==> src/rtl/seq_scan_ctrl.sv <==
// seq_scan_ctrl: frame sequencer for a serial 1011 pattern detector.
// Takes len parallel words over a valid/ready handshake and shifts each one
// MSB-first into an enable-qualified detector. It counts detector hits per
// frame and pulses done when the frame is complete.
//
// Handshake: a word transfers on a cycle where word_valid and word_ready are
// both high. word_in is ignored on every other cycle. word_ready is high only
// in LOAD and on the last bit of a word that still has words after it. It is
// forced low when abort is high.
module seq_scan_ctrl #(
    parameter int W     = 8,
    parameter int LEN_W = 8,
    parameter int CNT_W = 8
) (
    input  logic             ck,
    input  logic             rs,
    input  logic             start,
    input  logic [LEN_W-1:0] len,
    input  logic             abort,
    input  logic [W-1:0]     word_in,
    input  logic             word_valid,
    output logic             word_ready,
    output logic             bit_out,
    output logic             bit_en,
    output logic             det_clr,
    input  logic             det_hit,
    output logic             busy,
    output logic             done,
    output logic [CNT_W-1:0] match_cnt,
    output logic [2:0]       dbg_state
);

    localparam int IDX_W = (W > 1) ? $clog2(W) : 1;

    typedef enum logic [2:0] {
        S_IDLE  = 3'd0,
        S_CLR   = 3'd1,
        S_LOAD  = 3'd2,
        S_SHIFT = 3'd3,
        S_DRAIN = 3'd4,
        S_DONE  = 3'd5
    } state_t;

    state_t             r_state;
    state_t             w_next;
    logic [LEN_W-1:0]   r_words_left;
    logic [W-1:0]       r_shreg;
    logic [IDX_W-1:0]   r_bit_idx;
    logic [CNT_W-1:0]   r_match_cnt;
    logic               r_bit_en_d;
    logic               w_last_bit;
    logic               w_more_words;
    logic               w_accept;

    assign w_last_bit   = (r_bit_idx == '0);
    assign w_more_words = (r_words_left > LEN_W'(1));
    assign w_accept     = word_valid & word_ready;

    assign bit_out   = bit_en & r_shreg[W-1];
    assign busy      = (r_state != S_IDLE);
    assign match_cnt = r_match_cnt;
    assign dbg_state = r_state;

    // State register
    always_ff @(posedge ck or posedge rs) begin
        if (rs) begin
            r_state <= S_IDLE;
        end else begin
            r_state <= w_next;
        end
    end

    // Next-state and Moore/handshake outputs; abort overrides everything
    always_comb begin
        w_next     = r_state;
        word_ready = 1'b0;
        bit_en     = 1'b0;
        det_clr    = 1'b0;
        done       = 1'b0;
        case (r_state)
            S_IDLE: begin
                if (start) begin
                    w_next = (len != '0) ? S_CLR : S_DONE;
                end
            end
            S_CLR: begin
                det_clr = 1'b1;
                w_next  = S_LOAD;
            end
            S_LOAD: begin
                word_ready = 1'b1;
                if (word_valid) begin
                    w_next = S_SHIFT;
                end
            end
            S_SHIFT: begin
                bit_en = 1'b1;
                if (w_last_bit) begin
                    if (w_more_words) begin
                        // Offer the next word on the last bit so a ready
                        // source keeps the bit stream gap-free.
                        word_ready = 1'b1;
                        if (!word_valid) begin
                            w_next = S_LOAD;
                        end
                    end else begin
                        w_next = S_DRAIN;
                    end
                end
            end
            S_DRAIN: begin
                w_next = S_DONE;
            end
            S_DONE: begin
                done   = 1'b1;
                w_next = S_IDLE;
            end
            default: begin
                w_next = S_IDLE;
            end
        endcase
        if (abort && (r_state != S_IDLE)) begin
            w_next     = S_IDLE;
            word_ready = 1'b0;
            bit_en     = 1'b0;
            done       = 1'b0;
        end
    end

    // Datapath: word latch and shift, word/bit counters, hit counter
    always_ff @(posedge ck or posedge rs) begin
        if (rs) begin
            r_words_left <= '0;
            r_shreg      <= '0;
            r_bit_idx    <= '0;
            r_match_cnt  <= '0;
            r_bit_en_d   <= 1'b0;
        end else begin
            r_bit_en_d <= bit_en;

            if ((r_state == S_IDLE) && start && (len != '0)) begin
                r_words_left <= len;
            end else if (bit_en && w_last_bit) begin
                r_words_left <= r_words_left - LEN_W'(1);
            end

            if (w_accept) begin
                r_shreg   <= word_in;
                r_bit_idx <= IDX_W'(W - 1);
            end else if (bit_en) begin
                r_shreg   <= {r_shreg[W-2:0], 1'b0};
                r_bit_idx <= r_bit_idx - IDX_W'(1);
            end

            // The detector output one cycle after a bit_en cycle reflects
            // exactly that bit. Qualifying with r_bit_en_d counts each bit
            // at most once, even while det_hit stays high through a stall.
            if (r_state == S_IDLE) begin
                if (start && (len == '0)) begin
                    r_match_cnt <= '0;
                end
            end else if (r_state == S_CLR) begin
                r_match_cnt <= '0;
            end else if (!abort && det_hit && r_bit_en_d && (r_match_cnt != '1)) begin
                r_match_cnt <= r_match_cnt + CNT_W'(1);
            end
        end
    end

endmodule

==> config.mk <==
export PLATFORM = sky130hd
export DESIGN_NAME = seq_scan_ctrl
export DESIGN_NICKNAME = d
export VERILOG_FILES = /design/src/rtl/seq_scan_ctrl.sv
export SDC_FILE = /design/constraint.sdc
export NUM_CORES = 1
export LEC_CHECK = 0
export ABC_AREA = 1
export CORE_MARGIN = 2
export CORE_UTILIZATION = 50
export CTS_CLUSTER_DIAMETER = 40
export CTS_CLUSTER_SIZE = 40
export DETAILED_ROUTE_END_ITERATION = 7
export DONT_BUFFER_PORTS = 1
export PLACE_DENSITY = 0.7
export SLEW_MARGIN = 20
export SYNTH_ARGS = -nofsm -noshare
export SYNTH_HDL_FRONTEND = slang
export SYNTH_SLANG_ARGS = --single-unit
==> constraint.sdc <==
create_clock -name ck -period 2.7 [get_ports ck]
set_clock_uncertainty 0.05 [all_clocks]
set_input_delay 0.27 -clock ck [delete_from_list [all_inputs] [get_ports ck]]
set_output_delay 0.27 -clock ck [all_outputs]
set_load 0.02 [all_outputs]
==> results of run 1 <==
==> area by class of cell <==
class,count,share of cell area (%)
clock buffers,8,4.67
inverters,44,7.70
multi-input cells,194,47.1
flip-flops and latches,31,36.2
well taps,48,2.80
repair buffers,4,1.52
==> routing by layer <==
metal,track usage (%),vias to the layer above,part of all wire [%]
met4,8.67,0,1.5
met3,6.67,7,7.1
met5,0,-,0
li1,-,885,-
met1,26.9,784,46
met2,34.7,56,45
==> logic make-up after synthesis <==
kind of cell	count (synthesis)	synth area share (%)
flops	31	38.9
compound gates	23	8.16
simple gates	162	37.6
buf+inv	49	10.4
xor+xnor	4	1.76
fa+ha+maj	5	3.14
==> path summary, 6_finish.rpt <==
path,cells past startpoint,startpoint,end
setup / recovery,5,dbg_state[1],word_ready
hold reg to reg,2,r_bit_idx[0],r_bit_idx[0]
max in group asynchronous,3,rs,match_cnt[1]
hold / removal,2,len[3],r_words_left[3]
setup reg to reg,7,dbg_state[1],dbg_state[1]
min in group asynchronous,3,rs,r_words_left[7]
==> Yosys cell counts <==
master,n,share of area (%)
a22oi_1,1,0.38
o21ai_0,10,2.5
o2111ai_1,1,0.44
nand3_2,1,0.50
nor2_8,1,1.0
nor4_1,1,0.31
nor2_1,25,4.7
o211ai_1,3,1.1
and3_1,1,0.31
or3_1,1,0.31
buf_2,1,0.25
clkbuf_1,1,0.19
nor3_4,2,1.6
a21o_1,2,0.75
xor2_1,4,1.8
or2_0,1,0.31
ha_1,5,3.1
nor2_4,1,0.56
clkinv_1,1,0.19
inv_2,1,0.19
o21ai_2,4,1.8
nand2_4,1,0.56
nand4_1,8,2.5
dfrtp_1,31,39
nand2_1,83,16
or2_2,1,0.31
inv_1,42,7.9
nand2_2,3,0.94
o21bai_1,1,0.38
a21oi_4,1,0.82
buf_6,3,1.7
nand3_1,32,8.0
==> worst register-to-register path, stage by stage, from the launching register on <==
cell and delay [ns]:
dfrtp_1 0.50, inv_1 0.17, nor3_4 0.07, nand2_4 0.21, clkinv_1 0.40, nand2_1 0.24, nand2_1 0.06, o21bai_1 0.15
==> metrics by stage <==
step                      instance area, µm²  utilization, %  hold WS, ns
after floorplan                         1990               -        0.324
after global placement                  2030            54.3        0.222
after detailed placement                2030            54.3        0.229
after CTS                               2140            57.3       0.0649
after global routing                    2140            57.3       0.0661
final                                   2140            57.3       0.0669
==> power breakdown <==
part | switching (mW) | internal (mW) | total, mW
Clock | 0.169 | 0.232 | 0.402
Sequential | 0.166 | 0.638 | 0.804
Combinational | 0.698 | 0.337 | 1.04
==> state kept, by name, indices dropped and copies added (netlist names) <==
signal / count
dbg_state: 3
r_bit_en_d: 1
match_cnt: 8
r_words_left: 8
r_bit_idx: 3
r_shreg: 8
==> repair_timing <==
item,in CTS,in global routing
setup endpoints to repair,0,0
hold endpoints to repair,31,0
hold buffers,1,0
==> results.cfg, run 1 <==
[setup_path]
worstPathArrival_ns = 1.80
crit_top_cell = nand2_1
critical_path_required_ns = 2.38
path_cells = nor2_1, nand2_1, nand2_1, nand2_2, a21oi_4
path_class = reg -> out
crit_buf_inv = 0
max_stage_delay_ns = 0.50
slowest_stage = dfrtp_1
start_kind = flop
cp_top_family = simple AND/OR/NAND/NOR gates
reg2reg_slack_ns = 0.75
end_kind = primary output
cp_max_fo = 7

[global_route]
antenna_found_initial = 0
grt_pass1_vias = 1706
grt_pass1_wl_um = 7360
grt-ovfl-total = 0
grt_use_total_pct = 21.5
grt_max_degree = 32

[clock_tree]
cts_max_level = 2
cts_buffer_depth = 2
ctsRootBufferMaster = clkbuf_8
cts_resized = 0
cts_sinks = 31
cts_made_buffers = 5
insertion_delay_ns = 0.28
post-cts-setup-buffers = 0
clk_pin_slew_worst_paths_ns = 0.07
cts_tree = built

[timing]
slew_headroom_pct = 57.9
max_freq_mhz = 471
hold_viol = 0
max_slew.worst_pin.slew_ns = 0.632
post-route-period-util_pct = 78.7
maxSlewViolCount = 0
fin_ws_ns = 0.576
tns_ns = 0
period_needed_ns = 2.12
rsz0062_at_grt = no
setup_violations = 0

[drt]
drt_iter0_drc = 95
drtAntennaViolNets = 0
firstDrtPassIters = 4
avgRoutedWirePerCell_um = 12.7
via_per_inst = 5.26
drc = 0
routed_wl_um = 4170
dr_total_vias = 1732

[floorplan]
core_mm2 = 0.00374
start_util_pct = 53.3
dieWidth_um = 67.2
num_rows = 22
die_area_mm2 = 0.00451
die_h_um = 67.2
ios = 39

[layout]
final_cell_mix = 83 x nand2_1, 42 x inv_1, 32 x nand3_1, 31 x dfrtp_1, 25 x nor2_1
mostFrequentLayoutCell = nand2_1
nNetsFinal = 307
drive_gt1_share_pct = 9.25
seqCellArea_um2 = 776
final_cells = 329
nFillCells = 385
multiInputGateArea_mm2 = 0.00101
syn_to_final_growth_pct = 7.53
n_antenna_cell = 0

[run_status]
status = complete, no violations

[power_and_ir_drop]
power.total_mw = 2.24
leakagePower_nw = 1.15
powerDensity_mw_per_mm2 = 1040
ir_worst_vdd_mv = 0.457

[place]
placed_cells = 320
io_buffers = 0
globalplace.congestion = 0.786
pre_cts_slack_ns = 0.764
hpwl_um = 3090

[yosys]
ys_ff_latch = 31
yosys_warnings = 0
avgSynthCellArea_um2 = 7.28
syn_nets = 301
yosysUniqueCellTypes = 32
synthCells = 274
netlist_area_mm2 = 0.00199
synth_seq_area_share_pct = 38.9

[hold_path]
hp-class = in -> reg

[run]
drv_cap = 0
Note: power is estimated with default switching activity, not from simulation.
==> run 2: changes to the inputs <==
Clock period 2.7 ns to 2.2 ns, I/O delays scaled along.
==> run 2 against run 1 <==
  * Worst setup slack worse by 0.47 ns
  * Hold slack got worse by 0.051 ns
  * Largest cell class unchanged
  * Combinational power rose by 27%
  * Routed wire length increased by 1.6%
  * Non-clock buffer count up 5
  * Via count is 0.87% lower
==> results.cfg, run 2 (synthesis gave the netlist of run 1 again) <==
[drt]
drt_iter0_drc = 99
avgRoutedWirePerCell_um = 12.7
via_per_inst = 5.14
firstDrtPassIters = 4
routed_wl_um = 4240
dr_total_vias = 1717
drtAntennaViolNets = 0
drc = 0

[setup_path]
path_cells = inv_1, nor3_4, nand2_4, nor2_1
end_kind = primary output
reg2reg_from = dbg_state[0]
regToRegEndpoint = match_cnt[6]
worstPathArrival_ns = 1.82
critical_path_required_ns = 1.93
reg2reg_slack_ns = 0.18
cp_max_fo = 18
slowest_stage = dfrtp_1
path_class = reg -> out
endpoint = bit_out
start_kind = flop
rr_worst_depth = 5
cp-startpoint = dbg_state[0]
max_stage_delay_ns = 0.51

[power_and_ir_drop]
leakagePower_nw = 1.17
powerDensity_mw_per_mm2 = 1270
ir_worst_vdd_mv = 0.671
power.total_mw = 2.79

[floorplan]
start_util_pct = 53.3
core_mm2 = 0.00374
ios = 39
dieWidth_um = 67.2
die_h_um = 67.2
num_rows = 22
die_area_mm2 = 0.00451

[global_route]
use_met3_pct = 6.83
grt-ovfl-total = 0
busiest_layer = met2
grt_use_total_pct = 21.4
antenna_found_initial = 0
grt_pass1_vias = 1640
use_met2_pct = 34.9
grt_max_degree = 32
grt_pass1_wl_um = 7180
use_met1_pct = 26.2

[timing]
max_freq_mhz = 478
slew_headroom_pct = 56.8
hold_viol = 0
tns_ns = 0
rsz0062_at_grt = no
whs_ns = 0.0159
setup_violations = 0
period_needed_ns = 2.09
max_slew.worst_pin.slew_ns = 0.648
fin_ws_ns = 0.109
post-route-period-util_pct = 95.1
maxSlewViolCount = 0

[clock_tree]
insertion_delay_ns = 0.29
cts_made_buffers = 5
cts_tree = built
cts_sinks = 31
cts_max_level = 2
cts_resized = 0
ctsRootBufferMaster = clkbuf_8
clk_pin_slew_worst_paths_ns = 0.07
cts_buffer_depth = 2

[layout]
final_cell_mix = 83 x nand2_1, 42 x inv_1, 32 x nand3_1, 31 x dfrtp_1, 25 x nor2_1
fin_util_pct = 58.7
mostFrequentLayoutCell = nand2_1
fin_area_mm2 = 0.00220
drive_gt1_share_pct = 10.5
nNetsFinal = 312
final_cells = 334
syn_to_final_growth_pct = 10.2
n_antenna_cell = 0

[place]
pre_cts_slack_ns = 0.208
place_area_mm2 = 0.00206
hpwl_um = 3120
placed_cells = 322
io_buffers = 0
globalplace.congestion = 0.842

[run_status]
status = complete, no violations

[hold_path]
hp-class = in -> reg

[run]
drv_cap = 0
[run 2: how the worst min path moves through the flow]
stage                          start               to  cells after the start
after floorplan                   rs     dbg_state[0]                      1
after global placement            rs  r_words_left[0]                      2
after detailed placement          rs       r_shreg[7]                      2
after CTS                     len[6]  r_words_left[6]                      2
after global routing      word_in[0]       r_shreg[0]                      2
final                         len[4]  r_words_left[4]                      2
[run 2: layout make-up]
cell class | count | area [µm²]
Clock buffer | 8 | 100
Fill cell | 365 | 1550
Inverter | 44 | 165
Multi-Input combinational cell | 194 | 1010
Sequential cell | 31 | 776
Tap cell | 48 | 60.1
Timing Repair Buffer | 9 | 85.1
[run 2: power breakdown]
part	leakage [nW]	total (mW)	switching, mW	internal, mW
Sequential	0.398	0.975	0.191	0.783
Clock	0.0515	0.494	0.208	0.285
Combinational	0.725	1.32	0.868	0.453
Total	1.17	2.79	1.27	1.52
[run 2: timing repair]
| action | CTS | global route |
|---|---|---|
| hold endpoints to repair | 32 | 0 |
| setup endpoints to repair | 0 | 1 |
| hold buffers | 2 | 0 |
| setup buffers | 0 | 2 |
[run 2: routing by layer]
layer	up-vias	share of wire, %	wire [µm]
met3	6	6.3	266
met2	43	45	1920
li1	891	-	-
met1	777	47	1980
met4	0	1.5	63
met5	-	0	0
[run 2: critical path: cells and delay by family (launching register included)]
family                 cells  cell delay (ns)
buffers and inverters      1             0.14
DFF                        1             0.51
and+or+nand+nor            3             0.89
==> run 3: changes to the inputs <==
Settings changed: CTS_BUF_LIST from default to sky130_fd_sc_hd__clkbuf_8 sky130_fd_sc_hd__clkbuf_16.
==> run 3 against run 2 <==
  * Via count unchanged
  * Critical path depth unchanged
  * Non-clock buffer count unchanged
  * Critical path type unchanged
==> results.cfg, run 3 (synthesis gave the netlist of run 1 again) <==
[run_status]
status = complete, no violations

[setup_path]
worstPathArrival_ns = 1.82
rr_worst_depth = 5
reg2reg_from = dbg_state[0]
cp_max_fo = 18
reg2reg_slack_ns = 0.18
regToRegEndpoint = match_cnt[6]
start_kind = flop
end_kind = primary output
path_class = reg -> out
critical_path_required_ns = 1.93

[layout]
nFillCells = 365
n_antenna_cell = 0
syn_to_final_growth_pct = 10.2
mostFrequentLayoutCell = nand2_1
drive_gt1_share_pct = 10.5
fin_util_pct = 58.7
final_cell_mix = 83 x nand2_1, 43 x inv_1, 32 x nand3_1, 31 x dfrtp_1, 25 x nor2_1
nNetsFinal = 312
fin_area_mm2 = 0.00220

[place]
hpwl_um = 3120
io_buffers = 0
place_area_mm2 = 0.00206
globalplace.congestion = 0.842

[clock_tree]
cts_sinks = 31
cts_tree = built
insertion_delay_ns = 0.29
cts_made_buffers = 5
cts_resized = 0
cts_max_level = 2
cts_buffer_depth = 2
clk_pin_slew_worst_paths_ns = 0.07
ctsRootBufferMaster = clkbuf_8

[global_route]
grt_pass1_vias = 1640
grt_pass1_wl_um = 7180
grt-ovfl-total = 0
grt_max_degree = 32
antenna_found_initial = 0
grt_use_total_pct = 21.4

[timing]
maxSlewViolCount = 0
rsz0062_at_grt = no
max_freq_mhz = 478
whs_ns = 0.0159
hold_viol = 0
tns_ns = 0
post-route-period-util_pct = 95.1
slew_headroom_pct = 56.8
period_needed_ns = 2.09
max_slew.worst_pin.slew_ns = 0.648
setup_violations = 0

[drt]
drt_iter0_drc = 99
drc = 0
via_per_inst = 5.14
drtAntennaViolNets = 0
routed_wl_um = 4240
firstDrtPassIters = 4
dr_total_vias = 1717
avgRoutedWirePerCell_um = 12.7

[power_and_ir_drop]
clockPowerShare_pct = 17.6
p_int_mw = 1.52
power_frac_seq_pct = 35.0
p_sw_share_pct = 45.5
ir_worst_vdd_mv = 0.671
switchingPower_mw = 1.27
powerDensity_mw_per_mm2 = 1270
leakagePower_nw = 1.18
combinationalPowerShare_pct = 47.4

[floorplan]
die_h_um = 67.2
num_rows = 22
dieWidth_um = 67.2
start_util_pct = 53.3
core_mm2 = 0.00374
die_area_mm2 = 0.00451
ios = 39

[hold_path]
worstHoldEndpoint = r_words_left[4]
worstHoldStart = len[4]
hp-class = in -> reg
whs_path_depth = 2

[run]
drv_cap = 0
-- run 3: area by class of cell --
| class | instances | area [µm²] | area share, % |
|---|---|---|---|
| clock buffers | 7 | 96.3 | 4.38 |
| clock inverters | 1 | 3.75 | 0.171 |
| inverters | 44 | 165 | 7.52 |
| multi-input cells | 194 | 1010 | 46.0 |
| flip-flops and latches | 31 | 776 | 35.3 |
| well taps | 48 | 60.1 | 2.73 |
| repair buffers | 9 | 85.1 | 3.87 |
-- run 3: worst max path at each step --
stage	start	endpoint	slack, ns	cells past startpoint
final	dbg_state[0]	bit_out	0.11	4
after global routing	dbg_state[0]	word_ready	0.006	6
after CTS	dbg_state[0]	bit_out	0.08	4
after detailed placement	dbg_state[0]	match_cnt[7]	0.21	5
after global placement	dbg_state[0]	match_cnt[7]	0.26	5
after floorplan	dbg_state[0]	bit_out	0.43	5
-- run 3: critical path, stage by stage, from the launching register on --
cell and delay, ns:
dfrtp_1 0.51, inv_1 0.14, nor3_4 0.30, nand2_4 0.21
nor2_1 0.38
-- run 3: per-layer routing --
metal	GRT usage (%)	share of wire, %
met4	8.67	1.5
met3	6.83	6.3
met5	0	0
met2	34.9	45
met1	26.2	47
-- run 3: power by group through the flow --
stage,sequential (mW),combinational (mW),clock (mW)
4_1_cts,0.975,1.31,0.506
3_5_place_dp,0.985,1.30,0
6_report,0.974,1.32,0.490
2_1_floorplan,0.954,1.11,0
5_1_grt,1.00,1.53,0.534
3_3_place_gp,0.977,1.28,0
-- run 3: stage by stage --
stage	power, mW	worst slack (ns)	cells
floorplan	2.06	0.433	274
global placement	2.25	0.256	322
detailed placement	2.29	0.208	322
CTS	2.79	0.0842	332
global route	3.06	0.00555	334
finish	2.79	0.109	334
-- run 3: what timing repair did --
| item | CTS | global route |
|---|---|---|
| endpoints found under the setup margin | 0 | 1 |
| hold buffers | 2 | 0 |
| endpoints found under the hold margin | 32 | 0 |
| buffers inserted | 0 | 2 |
